$ cat config.mk
export PLATFORM = sky130hd
export DESIGN_NAME = trace_addr_accumulator_flat
export DESIGN_NICKNAME = d
export VERILOG_FILES = /design/src/rtl/trace_addr_accumulator_if.sv /design/src/rtl/trace_addr_accumulator.sv /design/src/flat_wrapper.sv
export SDC_FILE = /design/constraint.sdc
export NUM_CORES = 1
export LEC_CHECK = 0
export ABC_AREA = 1
export BUFFER_PORTS_ARGS = -buffer_cell sky130_fd_sc_hd__buf_2
export CAP_MARGIN = 20
export CORE_ASPECT_RATIO = 1.5
export CORE_MARGIN = 2
export CORE_UTILIZATION = 35
export DETAILED_ROUTE_END_ITERATION = 10
export GPL_TIMING_DRIVEN = 0
export PLACE_DENSITY = 0.56
export RECOVER_POWER = 100
export SLEW_MARGIN = 15
export SYNTH_ARGS = -nofsm -noshare
export SYNTH_HDL_FRONTEND = slang
export SYNTH_SLANG_ARGS = --single-unit
$ cat constraint.sdc
create_clock -name clk_41 -period 6.4 [get_ports clk_41]
set_input_delay 0.32 -clock clk_41 [delete_from_list [all_inputs] [get_ports clk_41]]
set_output_delay 0.32 -clock clk_41 [all_outputs]
set_load 0.02 [all_outputs]
$ cat src/rtl/trace_addr_accumulator_if.sv
// Handshake bundle between the delta-trace source and the cache-facing address stream.
// The master drives deltas and address backpressure; the slave is the accumulator.
interface trace_addr_accumulator_if #(
    parameter int AW = 31,
    parameter int CW = 32
);
    logic [AW-1:0] delta_41;
    logic          delta_valid_41;
    logic          delta_last_41;
    logic          delta_ready_41;
    logic [AW-1:0] addr_41;
    logic          addr_valid_41;
    logic          addr_ready_41;
    logic [CW-1:0] addr_count_41;
    logic          trace_done_41;

    modport master (
        output delta_41, delta_valid_41, delta_last_41, addr_ready_41,
        input  delta_ready_41, addr_41, addr_valid_41, addr_count_41, trace_done_41
    );

    modport slave (
        input  delta_41, delta_valid_41, delta_last_41, addr_ready_41,
        output delta_ready_41, addr_41, addr_valid_41, addr_count_41, trace_done_41
    );
endinterface

$ cat src/rtl/trace_addr_accumulator.sv
// Rebuilds absolute addresses from a signed delta trace by running sum and queues them
// in a show-ahead FIFO for the cache; tracks trace end and delivered-address count.
module trace_addr_accumulator #(
    parameter int AW    = 31,
    parameter int DEPTH = 8,
    parameter int CW    = 32
) (
    input  logic                     clk_41,
    input  logic                     rst_41,
    input  logic                     restart_41,
    trace_addr_accumulator_if.slave  bus
);
    localparam int PW = $clog2(DEPTH);

    typedef enum logic [1:0] {S_FIRST, S_ACCUM, S_DRAIN, S_DONE} state_t;

    state_t        state, state_next;
    logic [AW-1:0] mem [DEPTH];
    logic [PW-1:0] wr_ptr, rd_ptr;
    logic [PW:0]   fifo_count;
    logic [AW-1:0] acc, push_data;
    logic [CW-1:0] addr_count;
    logic          started;
    logic          delta_ready, addr_valid, accept, pop;

    // started keeps ready low until the first edge after reset release
    assign delta_ready = started && (state == S_FIRST || state == S_ACCUM)
                         && (fifo_count < (PW+1)'(DEPTH));
    assign addr_valid  = (fifo_count != '0);
    assign accept      = bus.delta_valid_41 && delta_ready;
    assign pop         = addr_valid && bus.addr_ready_41;
    assign push_data   = (state == S_FIRST) ? bus.delta_41 : acc + bus.delta_41;

    assign bus.delta_ready_41 = delta_ready;
    assign bus.addr_valid_41  = addr_valid;
    assign bus.addr_41        = addr_valid ? mem[rd_ptr] : '0;
    assign bus.addr_count_41  = addr_count;
    assign bus.trace_done_41  = (state == S_DONE);

    always_comb begin
        state_next = state;
        case (state)
            S_FIRST: if (accept) state_next = bus.delta_last_41 ? S_DRAIN : S_ACCUM;
            S_ACCUM: if (accept && bus.delta_last_41) state_next = S_DRAIN;
            S_DRAIN: if (fifo_count == '0 || (fifo_count == (PW+1)'(1) && pop))
                         state_next = S_DONE;
            default: state_next = S_DONE;
        endcase
        if (restart_41) state_next = S_FIRST;
    end

    always_ff @(posedge clk_41 or negedge rst_41) begin
        if (!rst_41) begin
            state      <= S_FIRST;
            wr_ptr     <= '0;
            rd_ptr     <= '0;
            fifo_count <= '0;
            acc        <= '0;
            addr_count <= '0;
            started    <= 1'b0;
        end else begin
            started <= 1'b1;
            state   <= state_next;
            if (restart_41) begin
                wr_ptr     <= '0;
                rd_ptr     <= '0;
                fifo_count <= '0;
                acc        <= '0;
                addr_count <= '0;
            end else begin
                if (accept) begin
                    acc    <= push_data;
                    wr_ptr <= wr_ptr + 1'b1;
                end
                if (pop) begin
                    rd_ptr <= rd_ptr + 1'b1;
                    if (addr_count != '1) addr_count <= addr_count + 1'b1;
                end
                case ({accept, pop})
                    2'b10:   fifo_count <= fifo_count + 1'b1;
                    2'b01:   fifo_count <= fifo_count - 1'b1;
                    default: fifo_count <= fifo_count;
                endcase
            end
        end
    end

    // Storage needs no reset: entries are only visible while fifo_count covers them
    always_ff @(posedge clk_41) begin
        if (accept && !restart_41) mem[wr_ptr] <= push_data;
    end
endmodule

$ cat src/flat_wrapper.sv
// flat-port wrapper written by rule: the top's interface ports become plain ports
module trace_addr_accumulator_flat 
#(
    parameter int AW    = 31,
    parameter int DEPTH = 8,
    parameter int CW    = 32
)
  (clk_41, rst_41, restart_41, bus_delta_41, bus_delta_valid_41, bus_delta_last_41, bus_addr_ready_41, bus_delta_ready_41, bus_addr_41, bus_addr_valid_41, bus_addr_count_41, bus_trace_done_41);
  trace_addr_accumulator_if #(.AW(AW), .CW(CW)) bus_i ();
  input  logic clk_41;
  input  logic rst_41;
  input  logic restart_41;
  input wire logic [$bits(bus_i.delta_41)-1:0] bus_delta_41;
  input wire logic [$bits(bus_i.delta_valid_41)-1:0] bus_delta_valid_41;
  input wire logic [$bits(bus_i.delta_last_41)-1:0] bus_delta_last_41;
  input wire logic [$bits(bus_i.addr_ready_41)-1:0] bus_addr_ready_41;
  output wire logic [$bits(bus_i.delta_ready_41)-1:0] bus_delta_ready_41;
  output wire logic [$bits(bus_i.addr_41)-1:0] bus_addr_41;
  output wire logic [$bits(bus_i.addr_valid_41)-1:0] bus_addr_valid_41;
  output wire logic [$bits(bus_i.addr_count_41)-1:0] bus_addr_count_41;
  output wire logic [$bits(bus_i.trace_done_41)-1:0] bus_trace_done_41;
  assign bus_i.delta_41 = bus_delta_41;
  assign bus_i.delta_valid_41 = bus_delta_valid_41;
  assign bus_i.delta_last_41 = bus_delta_last_41;
  assign bus_i.addr_ready_41 = bus_addr_ready_41;
  assign bus_delta_ready_41 = bus_i.delta_ready_41;
  assign bus_addr_41 = bus_i.addr_41;
  assign bus_addr_valid_41 = bus_i.addr_valid_41;
  assign bus_addr_count_41 = bus_i.addr_count_41;
  assign bus_trace_done_41 = bus_i.trace_done_41;
  trace_addr_accumulator #(.AW(AW), .DEPTH(DEPTH), .CW(CW)) u_core (.clk_41(clk_41), .rst_41(rst_41), .restart_41(restart_41), .bus(bus_i));
endmodule
==> metrics.md, run 1 <==
| Metric | Value |
|---|---|
| Antenna-violating nets left | 0 |
| Placed insts | 2493 |
| RSZ-0062 raised after global routing | no |
| Multi-input gate area | 5970 um2 |
| Launching point of the worst reg2reg path | u_core.state[1] |
| Status | complete, but fails checks |
| Number of cell rows | 96 |
| TritonCTS buffer count | 30 |
| Post-DP Area | 17900 um2 |
| Fin. Hold Viols | 0 |
| Tmin final | 4.80 ns |
| Most frequent cells in the layout | nand2_1, nor2_1, edfxtp_1, o21ai_0, inv_1 |
| Sequential fraction of the synthesis area | 57.4% |
| Max IR drop VDD | 0.198 mV |
| Clk_skew | 0.0191 ns |
| Core area | 45900 um2 |
| TNS Setup | 0 ns |
| Gr usage total | 19.6% |
| Die area | 48300 um2 |
| Kind of critical path | flip-flop to flip-flop |
| First-pass GRT wire length | 73700 um |
| Drt wl/cell | 18.8 um |
| Adder-cell share of the synthesized area | 2.89% |
| Post-DP HPWL | 36100 um |
| Ys async rst share | 23.5% |
| Synth Area in Compound Gates | 11.1% |
| Area Overhead vs Synth | 14.3% |
| Failing checks | max-capacitance violations, max-slew violations |
| Synth Area in Simple Gates | 21.7% |
| Drt first pass iters | 7 |
| Required time worst endpoint | 6.67 ns |
| DR iter-0 viols | 864 |
| Hold crit path type | primary input to flip-flop |
| Fin util | 40.6% |
| Clock transition at the registers of the reported paths | 0.08 ns |
| DRT Wirelength | 48100 um |
| Routed vias/inst | 5.07 |
| Share of layout cells above drive strength 1 | 7.29% |
| Fin worst setup slack | 1.60 ns |
| Slew Viols, Final | 121 |
| Hold slack | 0.0816 ns |
| H-tree lvl count | 1 |
| GR Overflow Total | 0 |
| Final nets | 2014 |
| Port buffer count | 102 |
| Slew Limit Headroom | -83.2% |
| Commonest non-fill, non-tap cell in the layout | nand2_1 |
| Design area | 18600 um2 |
| Clock Sinks | 324 |
| Vias | 12900 |
| Worst-Skew Late Latency | 0.58 ns |
| Initial Util | 35.5% |
| Worst-Margin Slew | 2.75 ns |
| Yosys warnings | 0 |
| Tcrit/Tclk final | 74.9% |
| Largest net degree at the start of global routing | 48 |
| GP Congestion | 0.911 |
| Main combinational cell family by area after synthesis | simple AND/OR/NAND/NOR gates |
| Worst Setup Start Kind | flip-flop |
| Vias in the first global route | 12900 |
| FF-to-FF setup slack | 1.60 ns |
| Filler cell count | 4641 |
| Highest Clock Rate | 208 MHz |
| Cells after synthesis | 1779 |
| Power Total | 6.45 mW |
| Number of synthesized flops with an enable pin | 248 |
| Multiplexer share of the synthesized area | 0% |
| Post-CTS setup buffer count | 0 |
| #FFs+latches synth | 324 |
| Maximum capacitance violations | 5 |
| Initial antenna violation count | 0 |
| Worst flop-to-flop path endpoint | u_core.mem[1][15] |
| Die width | 180 um |
| Crit-path max FO | 11 |
| Hold Startpoint | bus_delta_41[18] |
| Synthesized area | 16300 um2 |
| Post-synthesis cell type count | 47 |
| I/O pin cnt | 103 |
| Syn nets | 1853 |
| Leakage power | 7.36 nW |
| Count of final setup violators | 0 |
| Die extent in y | 268 um |
| Area occupied by registers | 9350 um2 |
| Mean Syn Cell Area | 9.15 um2 |
| Crit path DAT | 5.07 ns |
| Setup WS pre-CTS | 3.02 ns |
| Antenna Cells | 0 |
| Remaining DRCs | 0 |
| R2R depth | 8 |
| Worst setup EP type | flip-flop |
| Crit. Startpoint | u_core.state[1] |
| TritonCTS clock tree | built |
| Pwr/cell area | 346 nW/um2 |
| Post-route insts no fill | 2550 |
| Clock Tree Buf Depth | 3 |
| Main synth FF type | edfxtp_1 |
| Worst setup path end | u_core.mem[1][15] |
| Xor-xnor portion of the synthesized cell area | 1.29% |
| Root buf cell | clkbuf_16 |
==> registers in the layout, indices dropped and copies added (netlist names) <==
name	count
u_core.acc	31
u_core.bus.addr_count_41	32
u_core.fifo_count	4
u_core.mem	248
u_core.rd_ptr	3
u_core.started	1
u_core.state	2
u_core.wr_ptr	3
==> worst max-delay path, cell delays in order (launching register included) <==
cell and delay [ns]:
dfrtp_1 0.46, nor3b_1 0.68, nand2_2 0.18, nor2_1 0.38, clkbuf_1 0.56, nand2_1 0.25
nor2_1 0.91, clkbuf_1 0.80, buf_8 0.26
==> routing by layer <==
metal / vias up / share of wire (%) / global-route usage, %
li1: 6337 / - / -
met1: 6201 / 40 / 22.3
met2: 320 / 54 / 38.5
met3: 77 / 3.2 / 1.49
met4: 0 / 3.0 / 6.76
met5: - / 0 / 0
==> layout make-up <==
| class | count | share of cell area [%] |
|---|---|---|
| buffer | 71 | 1.53 |
| tap | 588 | 3.95 |
| sequential | 324 | 50.2 |
| clock inverter | 20 | 1.36 |
| inverter | 158 | 3.19 |
| clock buffer | 34 | 4.22 |
| timing repair buffer | 129 | 3.46 |
| multi-input combinational | 1226 | 32.1 |
==> kinds of logic (layout without fill, tap and decap cells) <==
group	after synthesis	count (layout)
other	1	1
xor gates and xnor gates	24	24
and+or+nand+nor	840	840
buffers and inverters	229	412
DFF	324	324
adders and majority gates	37	37
AOI/OAI and AO/OA	324	324
==> cell usage after synthesis, drive strengths merged (2+ instances only) <==
library cell  number  area share [%]
nand4             16            0.61
buf               27             1.0
a21boi             4            0.18
o21ai            203             6.4
nand3             86             2.7
o31ai              7            0.32
nor3              23            0.81
a22o               4            0.22
or2               22            0.85
nor2             277             6.5
edfxtp           248              46
xor2               8            0.43
nand2            387             9.0
clkinv             2           0.046
inv              156             3.6
o211ai             3            0.14
and2              15            0.58
ha                36             2.8
nand3b            11            0.51
a31oi             31             1.2
clkbuf            44             1.0
dfrtp             76              12
o21a               4            0.18
xnor2             16            0.86
o22ai             32             1.2
a21oi             33             1.0
==> power breakdown <==
group,internal [mW],switching (mW)
clock,1.09,0.820
combinational,0.505,1.48
sequential,2.51,0.0462
==> how the worst min path moves through the flow <==
| stage | depth (start not counted) | endpoint | slack (ns) |
|---|---|---|---|
| global route | 3 | u_core.acc[18] | 0.09 |
| finish | 3 | u_core.acc[18] | 0.08 |
| global placement | 2 | u_core.acc[28] | 0.47 |
| detailed placement | 1 | u_core.bus.addr_count_41[19] | 0.30 |
| CTS | 3 | u_core.acc[18] | 0.05 |
| floorplan | 0 | u_core.acc[0] | 0.02 |
==> repair_timing <==
action / CTS / global route
gates resized for setup: 0 / 0
endpoints found under the hold margin: 29 / 0
hold buffers: 1 / 0
endpoints found under the setup margin: 0 / 0
No activity file was read; power rests on OpenSTA's default activity.
==> run 2: changes to the inputs <==
==> constraint.sdc (replaced) <==
create_clock -name clk_41 -period 4.75 [get_ports clk_41]
set_input_delay 0.2375 -clock clk_41 [delete_from_list [all_inputs] [get_ports clk_41]]
set_output_delay 0.2375 -clock clk_41 [all_outputs]
set_load 0.02 [all_outputs]
==> metrics.md, run 2 (synthesized netlist as in run 1, its figures left out) <==
| Metric | Value |
|---|---|
| Highest Clock Rate | 255 MHz |
| Fin. Hold Viols | 0 |
| First-pass GRT wire length | 73700 um |
| Largest reg by FF count | u_core.mem |
| Root buf cell | clkbuf_16 |
| Vias in the first global route | 12900 |
| Hold Path Sink | u_core.acc[29] |
| DRT Wirelength | 48000 um |
| Share of layout cells above drive strength 1 | 7.89% |
| Launching point of the worst reg2reg path | u_core.state[1] |
| Die extent in y | 268 um |
| Vias | 12900 |
| Slowest-stage cell, CP | nor3_1 |
| PostCTS Resize Cnt | 0 |
| Worst-Skew Late Latency | 0.58 ns |
| Hold Buf Count CTS | 4 |
| Critical path, cell by cell | nor3b_1 > nand2_2 > nor2_1 > buf_4 > nand2_1 > nor3_1 > clkbuf_1 |
| GP Congestion | 0.911 |
| Hold depth | 4 |
| Core area | 45900 um2 |
| CP peak stage delay | 0.85 ns |
| Filler cell count | 4620 |
| Hold crit path type | primary input to flip-flop |
| Routed vias/inst | 5.07 |
| Number of cell rows | 96 |
| Post-CTS setup buffer count | 0 |
| Drt wl/cell | 18.8 um |
| CP delay by family, top | simple AND/OR/NAND/NOR gates |
| Slew Limit Headroom | -26.5% |
| Power Total | 8.69 mW |
| GR Overflow Total | 0 |
| Crit-path max FO | 10 |
| Final nets | 2017 |
| Die width | 180 um |
| Setup WS pre-CTS | 1.37 ns |
| Most frequent cells in the layout | nand2_1, nor2_1, edfxtp_1, o21ai_0, inv_1 |
| Pwr/cell area | 464 nW/um2 |
| TritonCTS buffer count | 30 |
| Antenna Cells | 0 |
| Worst flop-to-flop path endpoint | u_core.mem[3][10] |
| RSZ-0062 raised after global routing | no |
| Port buffer count | 102 |
| Clock Tree Buf Depth | 3 |
| Count of final setup violators | 0 |
| Fin util | 40.9% |
| Leakage power | 7.43 nW |
| Largest net degree at the start of global routing | 48 |
| TritonCTS clock tree | built |
| Kind of critical path | flip-flop to flip-flop |
| Clock Sinks | 324 |
| Worst Setup Start Kind | flip-flop |
| Met3 Usage GRT | 1.48% |
| Initial Util | 35.5% |
| I/O pin cnt | 103 |
| Remaining DRCs | 0 |
| Busiest layer in global routing | met2 |
| H-tree lvl count | 1 |
| Failing checks | max-capacitance violations, max-slew violations |
| Tcrit/Tclk final | 82.4% |
| Hold Startpoint | bus_delta_41[29] |
| Post-DP HPWL | 36100 um |
| DR iter-0 viols | 885 |
| Maximum capacitance violations | 2 |
| Worst-Margin Slew | 1.90 ns |
| Commonest non-fill, non-tap cell in the layout | nand2_1 |
| Slew Viols, Final | 45 |
| Clk_skew | 0.0161 ns |
| WP buf/inv | 2 |
| Max IR drop VDD | 0.267 mV |
| FF-to-FF setup slack | 0.84 ns |
| GR Layer Usage met2 | 38.5% |
| Crit path DAT | 4.12 ns |
| Die area | 48300 um2 |
| Gr usage total | 19.6% |
| Clock transition at the registers of the reported paths | 0.06 ns |
| Required time worst endpoint | 4.96 ns |
| Max reg flops | 248 |
| Initial antenna violation count | 0 |
| Tmin final | 3.91 ns |
| Area Overhead vs Synth | 15.1% |
| Antenna-violating nets left | 0 |
| Routing usage on met1 | 22.3% |
| R2R depth | 7 |
| Drt first pass iters | 5 |
| Status | complete, but fails checks |
| Fin worst setup slack | 0.836 ns |
| Worst setup EP type | flip-flop |
==> run 2: changes by cell type in the layout (fill, tap and decap cells not counted), moves of 2 or more <==
cell	before	now
buf_6	0	3
buf_4	5	10
buf_16	3	5
clkbuf_1	142	132
dlygate4sd3_1	1	4
==> run 2: final cells by class <==
cell class	count	area [um2]	share of cell area (%)
Timing Repair Buffer	132	758	4.05
Clock buffer	34	786	4.19
Multi-Input combinational cell	1226	5980	31.9
Clock inverter	20	253	1.35
Sequential cell	324	9350	49.9
Buffer	71	289	1.54
Tap cell	588	736	3.92
Inverter	158	593	3.16
==> run 2: layer usage <==
metal	vias to the layer above	wire, um
met5	-	0
met4	0	1370
met3	70	1540
met2	295	26000
met1	6218	19200
li1	6349	-
==> run 2: how the worst max path moves through the flow <==
stage	from	endpoint	slack, ns	cells after the start
after floorplan	u_core.state[1]	u_core.mem[2][0]	0.72	6
after global placement	u_core.state[1]	u_core.mem[3][10]	-1.87	6
after detailed placement	u_core.state[1]	u_core.mem[6][8]	1.37	8
after CTS	u_core.state[1]	u_core.mem[6][9]	1.36	8
after global routing	u_core.state[1]	u_core.mem[3][10]	0.60	7
final	u_core.state[1]	u_core.mem[3][10]	0.84	7
==> run 2: power breakdown <==
group	switching [mW]	internal [mW]
clock network	1.10	1.47
registers	0.0616	3.38
logic	1.99	0.686
==> run 2: worst register-to-register path, stage by stage (launching register included) <==
cell      delay, ns
dfrtp_1        0.46
nor3b_1        0.68
nand2_2        0.19
nor2_1         0.39
buf_4          0.29
nand2_1        0.14
nor3_1         0.85
clkbuf_1       0.56
==> run 2: metrics by stage <==
stage                     cell area (um2)  hold WS, ns  instances  setup TNS, ns
after floorplan                     16300      -0.0581       1779              0
after global placement              17500        0.465       2469        -201.94
after detailed placement            17900        0.214       2493              0
after CTS                           19000      0.00126       2551              0
after global routing                18700       0.0294       2553              0
final                               18700       0.0197       2553              0
